## src/rtl/exe_muldiv_unit_pkg.sv

```systemverilog
// Shared definitions for the EXE-stage multiply/divide engine:
// command codes, FSM state encoding and command decode helpers.
package exe_muldiv_unit_pkg;

  localparam logic [3:0] EXE_MUL  = 4'b1100;  // signed multiply
  localparam logic [3:0] EXE_MULU = 4'b1101;  // unsigned multiply
  localparam logic [3:0] EXE_DIV  = 4'b1110;  // signed divide
  localparam logic [3:0] EXE_DIVU = 4'b1111;  // unsigned divide

  typedef enum logic [1:0] {
    IDLE = 2'd0,
    BUSY = 2'd1,
    DONE = 2'd2
  } state_t;

  // True for any of the four commands this unit executes.
  function automatic logic is_md(input logic [3:0] cmd);
    return (cmd == EXE_MUL) || (cmd == EXE_MULU) ||
           (cmd == EXE_DIV) || (cmd == EXE_DIVU);
  endfunction

  function automatic logic is_div_cmd(input logic [3:0] cmd);
    return (cmd == EXE_DIV) || (cmd == EXE_DIVU);
  endfunction

  function automatic logic is_signed_cmd(input logic [3:0] cmd);
    return (cmd == EXE_MUL) || (cmd == EXE_DIV);
  endfunction

endpackage

```

## src/rtl/exe_muldiv_unit_datapath.sv

```systemverilog
// Shared accumulator/shift register for the iterative multiplier and
// restoring divider. Operands are unsigned magnitudes; the top module
// applies sign correction. step_hi/step_lo are the values the registers
// take after the current step, exposed so the top can capture the final
// result on the same edge as the last step.
module muldiv_datapath
  import exe_muldiv_unit_pkg::*;
#(
  parameter int WIDTH = 32
) (
  input  logic             clk,
  input  logic             rst,
  input  logic             load,
  input  logic             step,
  input  logic             is_div,
  input  logic [WIDTH-1:0] a,
  input  logic [WIDTH-1:0] b,
  output logic [WIDTH-1:0] step_hi,
  output logic [WIDTH-1:0] step_lo
);

  logic [WIDTH-1:0] hi_r;   // product high word / partial remainder
  logic [WIDTH-1:0] lo_r;   // multiplier bits / dividend bits -> quotient
  logic [WIDTH-1:0] b_r;    // multiplicand / divisor
  logic [WIDTH:0]   sum_s;
  logic [WIDTH:0]   shifted_s;
  logic [WIDTH-1:0] diff_s;
  logic             ge_s;

  // One shift-add (multiply) or restoring shift-subtract (divide) step.
  always_comb begin
    sum_s     = {1'b0, hi_r} + {1'b0, b_r};
    shifted_s = {hi_r, lo_r[WIDTH-1]};
    ge_s      = (shifted_s >= {1'b0, b_r});
    // When ge_s holds the true difference is below b_r, so it fits WIDTH bits.
    diff_s    = shifted_s[WIDTH-1:0] - b_r;
    step_hi   = hi_r;
    step_lo   = lo_r;
    if (is_div) begin
      if (ge_s) begin
        step_hi = diff_s;
        step_lo = {lo_r[WIDTH-2:0], 1'b1};
      end else begin
        step_hi = shifted_s[WIDTH-1:0];
        step_lo = {lo_r[WIDTH-2:0], 1'b0};
      end
    end else begin
      if (lo_r[0]) begin
        step_hi = sum_s[WIDTH:1];
        step_lo = {sum_s[0], lo_r[WIDTH-1:1]};
      end else begin
        step_hi = {1'b0, hi_r[WIDTH-1:1]};
        step_lo = {hi_r[0], lo_r[WIDTH-1:1]};
      end
    end
  end

  // Operand load on accept, then one step per BUSY cycle.
  always_ff @(posedge clk) begin
    if (rst) begin
      hi_r <= '0;
      lo_r <= '0;
      b_r  <= '0;
    end else if (load) begin
      hi_r <= '0;
      lo_r <= a;
      b_r  <= b;
    end else if (step) begin
      hi_r <= step_hi;
      lo_r <= step_lo;
    end else begin
      hi_r <= hi_r;
      lo_r <= lo_r;
    end
  end

endmodule

```

## src/rtl/exe_muldiv_unit.sv

```systemverilog
// EXE-stage multi-cycle multiply/divide unit. Owns the IDLE/BUSY/DONE
// FSM, the iteration counter, the pipeline Freeze request and the final
// sign correction of product, quotient and remainder.
module exe_muldiv_unit
  import exe_muldiv_unit_pkg::*;
#(
  parameter int WIDTH = 32,
  parameter int CNT_W = 6
) (
  input  logic             clk,
  input  logic             rst,
  input  logic             Start,
  input  logic [3:0]       EXE_CMD,
  input  logic [WIDTH-1:0] Val1,
  input  logic [WIDTH-1:0] Val2,
  input  logic [4:0]       Dest_in,
  input  logic             WB_EN_in,
  input  logic             Flush,
  output logic             Freeze,
  output logic             Busy,
  output logic             Res_valid,
  output logic [WIDTH-1:0] Result,
  output logic [WIDTH-1:0] Hi,
  output logic [4:0]       Dest,
  output logic             WB_EN
);

  state_t           state_r;
  logic [CNT_W-1:0] cnt_r;
  logic             is_div_r;
  logic             neg_q_r;     // product / quotient must be negated
  logic             neg_rem_r;   // remainder must be negated
  logic             div0_r;
  logic [4:0]       dest_lat_r;
  logic             wb_lat_r;
  logic             valid_r;
  logic             wb_r;
  logic [WIDTH-1:0] result_r;
  logic [WIDTH-1:0] hi_r;
  logic [4:0]       dest_r;

  logic             accept_s;
  logic             sgn_a_s;
  logic             sgn_b_s;
  logic [WIDTH-1:0] mag_a_s;
  logic [WIDTH-1:0] mag_b_s;
  logic [WIDTH-1:0] step_hi_s;
  logic [WIDTH-1:0] step_lo_s;
  logic [2*WIDTH-1:0] prod_s;
  logic [2*WIDTH-1:0] prod_fix_s;
  logic [WIDTH-1:0] fix_res_s;
  logic [WIDTH-1:0] fix_hi_s;

  assign accept_s = (state_r == IDLE) && Start && is_md(EXE_CMD) && !Flush;
  assign sgn_a_s  = is_signed_cmd(EXE_CMD) && Val1[WIDTH-1];
  assign sgn_b_s  = is_signed_cmd(EXE_CMD) && Val2[WIDTH-1];
  assign mag_a_s  = sgn_a_s ? -Val1 : Val1;
  assign mag_b_s  = sgn_b_s ? -Val2 : Val2;

  muldiv_datapath #(.WIDTH(WIDTH)) u_datapath (
    .clk     (clk),
    .rst     (rst),
    .load    (accept_s),
    .step    (state_r == BUSY),
    .is_div  (is_div_r),
    .a       (mag_a_s),
    .b       (mag_b_s),
    .step_hi (step_hi_s),
    .step_lo (step_lo_s)
  );

  // Sign correction of the final step's magnitude results.
  always_comb begin
    prod_s     = {step_hi_s, step_lo_s};
    prod_fix_s = neg_q_r ? -prod_s : prod_s;
    if (is_div_r) begin
      // A zero divisor yields an all-ones quotient regardless of sign;
      // the remainder magnitude is |dividend|, so re-signing restores it.
      if (div0_r) begin
        fix_res_s = {WIDTH{1'b1}};
      end else begin
        fix_res_s = neg_q_r ? -step_lo_s : step_lo_s;
      end
      fix_hi_s = neg_rem_r ? -step_hi_s : step_hi_s;
    end else begin
      fix_res_s = prod_fix_s[WIDTH-1:0];
      fix_hi_s  = prod_fix_s[2*WIDTH-1:WIDTH];
    end
  end

  // Control FSM: accept, iterate WIDTH cycles, publish result for one cycle.
  always_ff @(posedge clk) begin
    if (rst) begin
      state_r    <= IDLE;
      cnt_r      <= '0;
      is_div_r   <= 1'b0;
      neg_q_r    <= 1'b0;
      neg_rem_r  <= 1'b0;
      div0_r     <= 1'b0;
      dest_lat_r <= 5'd0;
      wb_lat_r   <= 1'b0;
      valid_r    <= 1'b0;
      wb_r       <= 1'b0;
      result_r   <= '0;
      hi_r       <= '0;
      dest_r     <= 5'd0;
    end else begin
      case (state_r)
        IDLE: begin
          valid_r <= 1'b0;
          wb_r    <= 1'b0;
          if (accept_s) begin
            state_r    <= BUSY;
            cnt_r      <= CNT_W'(WIDTH-1);
            is_div_r   <= is_div_cmd(EXE_CMD);
            neg_q_r    <= sgn_a_s ^ sgn_b_s;
            neg_rem_r  <= sgn_a_s;
            div0_r     <= (Val2 == '0);
            dest_lat_r <= Dest_in;
            wb_lat_r   <= WB_EN_in;
          end else begin
            state_r <= IDLE;
          end
        end
        BUSY: begin
          if (Flush) begin
            state_r <= IDLE;
          end else if (cnt_r == '0) begin
            state_r  <= DONE;
            result_r <= fix_res_s;
            hi_r     <= fix_hi_s;
            dest_r   <= dest_lat_r;
            wb_r     <= wb_lat_r;
            valid_r  <= 1'b1;
          end else begin
            cnt_r <= cnt_r - CNT_W'(1);
          end
        end
        DONE: begin
          state_r <= IDLE;
          valid_r <= 1'b0;
          wb_r    <= 1'b0;
        end
        default: begin
          state_r <= IDLE;
          valid_r <= 1'b0;
          wb_r    <= 1'b0;
        end
      endcase
    end
  end

  // A Flush arriving in DONE suppresses the pulse and the write-back.
  assign Res_valid = valid_r && !Flush;
  assign WB_EN     = wb_r && valid_r && !Flush;
  assign Busy      = (state_r == BUSY);
  // Combinational on the accept cycle so ID/EXE holds the command.
  assign Freeze    = accept_s || (state_r == BUSY);
  assign Result    = result_r;
  assign Hi        = hi_r;
  assign Dest      = dest_r;

endmodule

```

## config.mk

```make
export PLATFORM = sky130hd
export DESIGN_NAME = exe_muldiv_unit
export DESIGN_NICKNAME = d
export VERILOG_FILES = /design/src/rtl/exe_muldiv_unit_pkg.sv /design/src/rtl/exe_muldiv_unit_datapath.sv /design/src/rtl/exe_muldiv_unit.sv
export SDC_FILE = /design/constraint.sdc
export NUM_CORES = 1
export LEC_CHECK = 0
export ABC_CLOCK_PERIOD_IN_PS = 5940
export BUFFER_PORTS_ARGS = -buffer_cell sky130_fd_sc_hd__buf_4
export CORE_MARGIN = 8
export CORE_UTILIZATION = 60
export CTS_BUF_LIST = sky130_fd_sc_hd__clkbuf_16
export DETAILED_ROUTE_END_ITERATION = 8
export GPL_ROUTABILITY_DRIVEN = 0
export GPL_TIMING_DRIVEN = 0
export PLACE_DENSITY = 0.88
export SLEW_MARGIN = 30
export SYNTH_ARGS = -nofsm -noshare
export SYNTH_HDL_FRONTEND = slang
export SYNTH_SLANG_ARGS = --single-unit
```

## constraint.sdc

```tcl
create_clock -name clk -period 5.94 [get_ports clk]
set_clock_uncertainty 0.2 [all_clocks]
set_input_delay 0.594 -clock clk [delete_from_list [all_inputs] [get_ports clk]]
set_output_delay 0.594 -clock clk [all_outputs]
set_load 0.01 [all_outputs]
```

Word-level counts from Yosys, hierarchy flattened
Cells that the tools add are included.

operators by class
  reductions and logical operators = 26
  equal/unequal tests = 9
  add/sub/neg operators = 8
  muxes and demuxes = 24
  $lt $le $gt $ge = 1
  bitwise logic cells = 3

operators by type and width
  kind                   number
  $mux W32               14
  $neg A32 Y32           4
  $mux W64               1
  $neg A64 Y64           1
  $add A32 B32 Y33       1
  $ge A33 B32 Y1         1
  $logic_not A32 Y1      1
  $sub A32 B32 Y32       1
  $mux W6                3
  $eq A4 B4 Y1 const B   4
  $pmux W6 S2            1
  $logic_and A1 B1 Y1    8
  $logic_not A6 Y1       1
  $logic_or A1 B1 Y1     6
  $ne A2 B2 Y1 const B   3
  $sub A6 B1 Y6 const B  1
  $mux W2                2
  $pmux W2 S2            1
  $reduce_and A2 Y1      2
  $reduce_and A4 Y1      1
  $reduce_bool A2 Y1     2
  $reduce_or A2 Y1       2
  $ne A3 B2 Y1 const B   1
  $reduce_and A3 Y1      1
  6 further kinds        8

word-level totals
  logic and storage cells = 87
  output and inout bits = 73
  input port bits = 78
  register bits = 185

Logic depth before layout (Yosys ltp)
  word-level depth = 8
  gate-level depth with buffers = 21
  gate-level depth less buffers = 19

Cells and area by module
A second synthesis with hierarchy kept.

second synthesis, totals
  cells, all modules = 2,053
  area, all modules = 15,248.4 um^2

by module, submodules not included
  module           cells an instance  area each (um^2)  instances  sequential area each (um^2)
  muldiv_datapath  1,190              8,750.9           1          1,921.8
  exe_muldiv_unit  863                6,497.5           1          1,781.7

Worst setup path after synthesis
No wires, ideal clock.

  kind = register to register
  from = register u_datapath.b_r[6]
  to = register hi_r[14], in the netlist Hi[14]
  data arrival time = 4,263 ps
  required time = 5,654 ps
  path slack = 1,391 ps
  library setup time = 86 ps
  clock period less this slack = 4,549 ps
  stages on the path, launching flop included = 22
  path buffers = 2
  path through = dfxtp_1 -> inv_1 -> ha_1 -> buf_4 -> a21oi_2 -> o21ai_2 -> a221oi_4 -> a21bo_4 -> buf_2 -> nand3_1 -> o21ai_0 -> ha_1 -> o211ai_1 -> nor3_1 -> nand3_1 -> or3_1 -> a21o_1 -> a21o_1 -> a21boi_1 -> o41ai_1 -> xor2_1 -> a211oi_1

between the ends
  word-level cells in the longest chain between the ends = 6
  elaborated cells between the ends (all ways) = 13
  classes of those cells = add/sub: 4; order compare: 1; mux: 8

RTL lines
  what                                            RTL line                                      RTL
  start: declaration                              exe_muldiv_unit_datapath.sv:24                logic [WIDTH-1:0] b_r;
  start signal: assignment                        exe_muldiv_unit_datapath.sv:63                b_r <= '0;
  start signal: assignment                        exe_muldiv_unit_datapath.sv:67                b_r <= b;
  $add A32 B32 Y33, or another cell as far along  exe_muldiv_unit_datapath.sv:32                sum_s = {1'b0, hi_r} + {1'b0, b_r};
  $mux W32, or another cell as far along          exe_muldiv_unit_datapath.sv:48                if (lo_r[0]) begin
  $mux W32                                        exe_muldiv_unit_datapath.sv:39                if (is_div) begin
  $neg A64 Y64 or $neg A32 Y32 (tied branches)    exe_muldiv_unit.sv:75, exe_muldiv_unit.sv:84
  $mux W64 or $mux W32 (tied branches)            exe_muldiv_unit.sv:75, exe_muldiv_unit.sv:84
  $mux W32 *                                      exe_muldiv_unit.sv:76                         if (is_div_r) begin
  end signal: assignment                          exe_muldiv_unit.sv:131                        hi_r <= fix_hi_s;
  end: declaration                                exe_muldiv_unit.sv:39                         logic [WIDTH-1:0] hi_r;

Mark *: on every way between the ends. The rest lies on a longest branch, timed or not.
A chain may end at the register's enable or synchronous reset.

Worst setup path after layout
  from = register u_datapath.b_r[18]
  to = register hi_r[20], in the netlist Hi[20]

The elaborated chain is that of the path after synthesis.

==> impl_metrics.env <==
export IMPL_outcome="complete, but fails checks"
export IMPL_vias=18300
export IMPL_clockRootBuffer="clkbuf_16"
export IMPL_synth_area_mm2=0.0154
export IMPL_r2r_cells=17
export IMPL_max_slew_margin=0.262
export IMPL_hold_path_end="wb_lat_r"
export IMPL_ios=151
export IMPL_start_kind="flip-flop"
export IMPL_fin_ws_ps=101
export IMPL_max_cap_violations=0
export IMPL_area_growth_synth_to_final_pct=14.8
export IMPL_grt_pass1_vias=17300
export IMPL_setup_viol=0
export IMPL_r2r_start="u_datapath.b_r[18]"
export IMPL_max_freq_mhz=171
export IMPL_yosys_warnings=0
export IMPL_num_rows=58
export IMPL_dieArea_mm2=0.0311
export IMPL_synth_nets=2272
export IMPL_tightest_slew_ps=1100
export IMPL_synthCells=2123
export IMPL_die_x_um=176
export IMPL_first_pass_iters=9
export IMPL_timing_final_crit_period_ps=5840
export IMPL_clock_sinks=185
export IMPL_path_max_fanout=10
export IMPL_critical_path_arrival_ps=5960
export IMPL_antenna_found_initial=1
export IMPL_drt_iter0_drc=2730
export IMPL_worstSetupEndpointType="flip-flop"
export IMPL_seqCellArea_mm2=0.00370
export IMPL_fin_nets=2448
export IMPL_rsz0062_at_grt="yes"
export IMPL_io_buffers=150
export IMPL_fin_crit_sh=0.983
export IMPL_dp_hpwl_um=45400
export IMPL_rrSetupSlack_ps=100
export IMPL_failed_checks="design-rule violations"
export IMPL_crit_required_ps=6060
export IMPL_slew_viol_final=0
export IMPL_drt_wirelength_per_cell_um=22.5
export IMPL_finalCoreUtilization=0.703
export IMPL_numCtsBuffers=17
export IMPL_final_layout_size_suffix_gt1_frac=0.121
export IMPL_final_common_cell="nand2_1"
export IMPL_hold_slack_ps=199
export IMPL_hold_start="WB_EN_in"
export IMPL_fin_total_pwr_mw=3.46
export IMPL_hold_path_class="primary input to flip-flop"
export IMPL_multiInputGateArea_mm2=0.0110
export IMPL_vias_per_cell=6.91
export IMPL_postSynthAreaPerCell_um2=7.26
export IMPL_diodes=0
export IMPL_clock_path_buffers=2
export IMPL_final_cell_mix="nand2_1 (231), a21oi_1 (224), nor2_1 (220)"
export IMPL_track_usage=0.369
export IMPL_path_class="flip-flop to flip-flop"
export IMPL_holdPathStages=3
export IMPL_synth_seq_cells=185
export IMPL_yosysSeqAreaShare=0.240
export IMPL_leakage_nw=6.82
export IMPL_synth_enable_flop_cells=0
export IMPL_coreArea_mm2=0.0252
export IMPL_powerDensity_mw_per_mm2=195
export IMPL_fp_dieH_um=176
export IMPL_cts_tree="built"
export IMPL_nFillCells=1936
export IMPL_reg2reg_to="Hi[20]"
export IMPL_dp_slack_ps=-400
export IMPL_grt_max_degree=20
export IMPL_grt_pass1_wl_um=91700
export IMPL_drcViolationCount=4
export IMPL_start_util=0.612
export IMPL_ys_types=99
export IMPL_synth_flop_cell="dfxtp_1"
export IMPL_synth_async_reset_ratio=0
export IMPL_overflow=0
export IMPL_finalHoldViolations=0
export IMPL_clk_pin_slew_ps=80
export IMPL_h_tree_depth=4
export IMPL_ant_nets=0
export IMPL_ir_drop_mv=0.188
export IMPL_insertion_delay_ps=450
export IMPL_routed_wl_um=59500
## repair_timing
action | CTS | global route
resized for setup | 4 | 6
hold buffers | 0 | 0
buffers inserted | 0 | 6
pin swaps | 0 | 3
endpoints found under the setup margin | 15 | 12
gates cloned | 0 | 0
## through the flow
step	cells	instance area, um2	setup TNS, ps
finish	2642	17700	0
global route	2642	17700	-92.5
CTS	2635	17600	0
detailed placement	2603	17000	-2530
global placement	2603	17000	-1430
floorplan	2123	15400	0
## final cells by class
| class | count | area share |
|---|---|---|
| Buffer | 133 | 0.0311 |
| Clock buffer | 17 | 0.0240 |
| Clock inverter | 15 | 0.0116 |
| Inverter | 69 | 0.0146 |
| Multi-Input combinational cell | 1735 | 0.619 |
| Sequential cell | 185 | 0.209 |
| Tap cell | 330 | 0.0233 |
| Timing Repair Buffer | 158 | 0.0667 |
## power breakdown
group | leakage [nW] | switching (mW) | internal (mW)
sequential | 1.50 | 0.0357 | 1.27
combinational | 5.02 | 0.616 | 0.320
clock | 0.301 | 0.576 | 0.645
## worst max-delay path: stages (launching register included)
cell       delay, ps
dfxtp_1          500
inv_1             80
ha_1             300
clkbuf_1         300
nand2_1          260
nor4_2           510
a21boi_4         440
buf_2            290
nor4_1           120
nor3_2           460
ha_1             290
o2111a_1         260
nand4bb_1        350
nor3_2           360
o22ai_1          180
nor4b_1          430
mux2i_1          270
a31oi_1          110
## logic make-up after synthesis
family | synth area share
AND/OR/NAND/NOR | 0.243
AO/OA/AOI/OAI | 0.296
buffers and inverters | 0.0522
flip-flops | 0.240
XOR/XNOR | 0.0824
adder cells (fa/ha/maj) | 0.0586
multiplexers | 0.0284
## state kept, by name, indices dropped and copies added (netlist names)
| name | cells |
|---|---|
| wb_r | 1 |
| is_div_r | 1 |
| valid_r | 1 |
| Dest | 5 |
| dest_lat_r | 5 |
| u_datapath.hi_r | 32 |
| state_r | 2 |
| neg_q_r | 1 |
| Hi | 32 |
| u_datapath.lo_r | 32 |
| div0_r | 1 |
| Result | 32 |
| neg_rem_r | 1 |
| cnt_r | 6 |
| wb_lat_r | 1 |
| u_datapath.b_r | 32 |
## metal layers
| layer | up-vias | share of wire | GRT usage |
|---|---|---|---|
| li1 | 8103 | - | - |
| met1 | 8244 | 0.36 | 0.453 |
| met2 | 1519 | 0.42 | 0.545 |
| met3 | 384 | 0.15 | 0.127 |
| met4 | 0 | 0.071 | 0.231 |
| met5 | - | 0 | 0 |
## how the worst max path moves through the flow
| stage | from | endpoint | slack (ps) | cells after the start |
|---|---|---|---|---|
| final | u_datapath.b_r[18] | Hi[20] | 100 | 17 |
| after global routing | u_datapath.b_r[18] | Hi[20] | -60 | 17 |
| after CTS | is_div_r | Hi[14] | 80 | 19 |
| after detailed placement | is_div_r | Hi[4] | -400 | 18 |
| after global placement | is_div_r | Hi[14] | -310 | 19 |
| after floorplan | u_datapath.b_r[6] | Hi[14] | 1390 | 21 |
## synthesized netlist by cell type (12+ instances only)
library cell | n | share of area
or2_2 | 13 | 0.0053
clkbuf_1 | 102 | 0.025
a21oi_1 | 224 | 0.073
buf_2 | 18 | 0.0058
nand4_1 | 27 | 0.011
and2_1 | 14 | 0.0057
nor2b_1 | 20 | 0.0081
nor4_1 | 27 | 0.011
a21o_1 | 28 | 0.014
a311oi_1 | 12 | 0.0068
o31ai_1 | 21 | 0.010
inv_1 | 67 | 0.016
a31oi_1 | 23 | 0.0093
dfxtp_1 | 185 | 0.24
nor3_1 | 69 | 0.022
a211oi_1 | 105 | 0.051
nand3_1 | 49 | 0.016
or4_1 | 13 | 0.0063
o211ai_1 | 33 | 0.016
xor2_1 | 59 | 0.034
nor2_1 | 220 | 0.054
xnor2_1 | 86 | 0.049
or3_1 | 24 | 0.0097
mux2i_1 | 37 | 0.024
nand2_1 | 231 | 0.056
o21a_1 | 18 | 0.0088
ha_1 | 69 | 0.056
o21ai_0 | 125 | 0.041
nand2b_1 | 23 | 0.0093
Power figures use the tool's default switching activity.
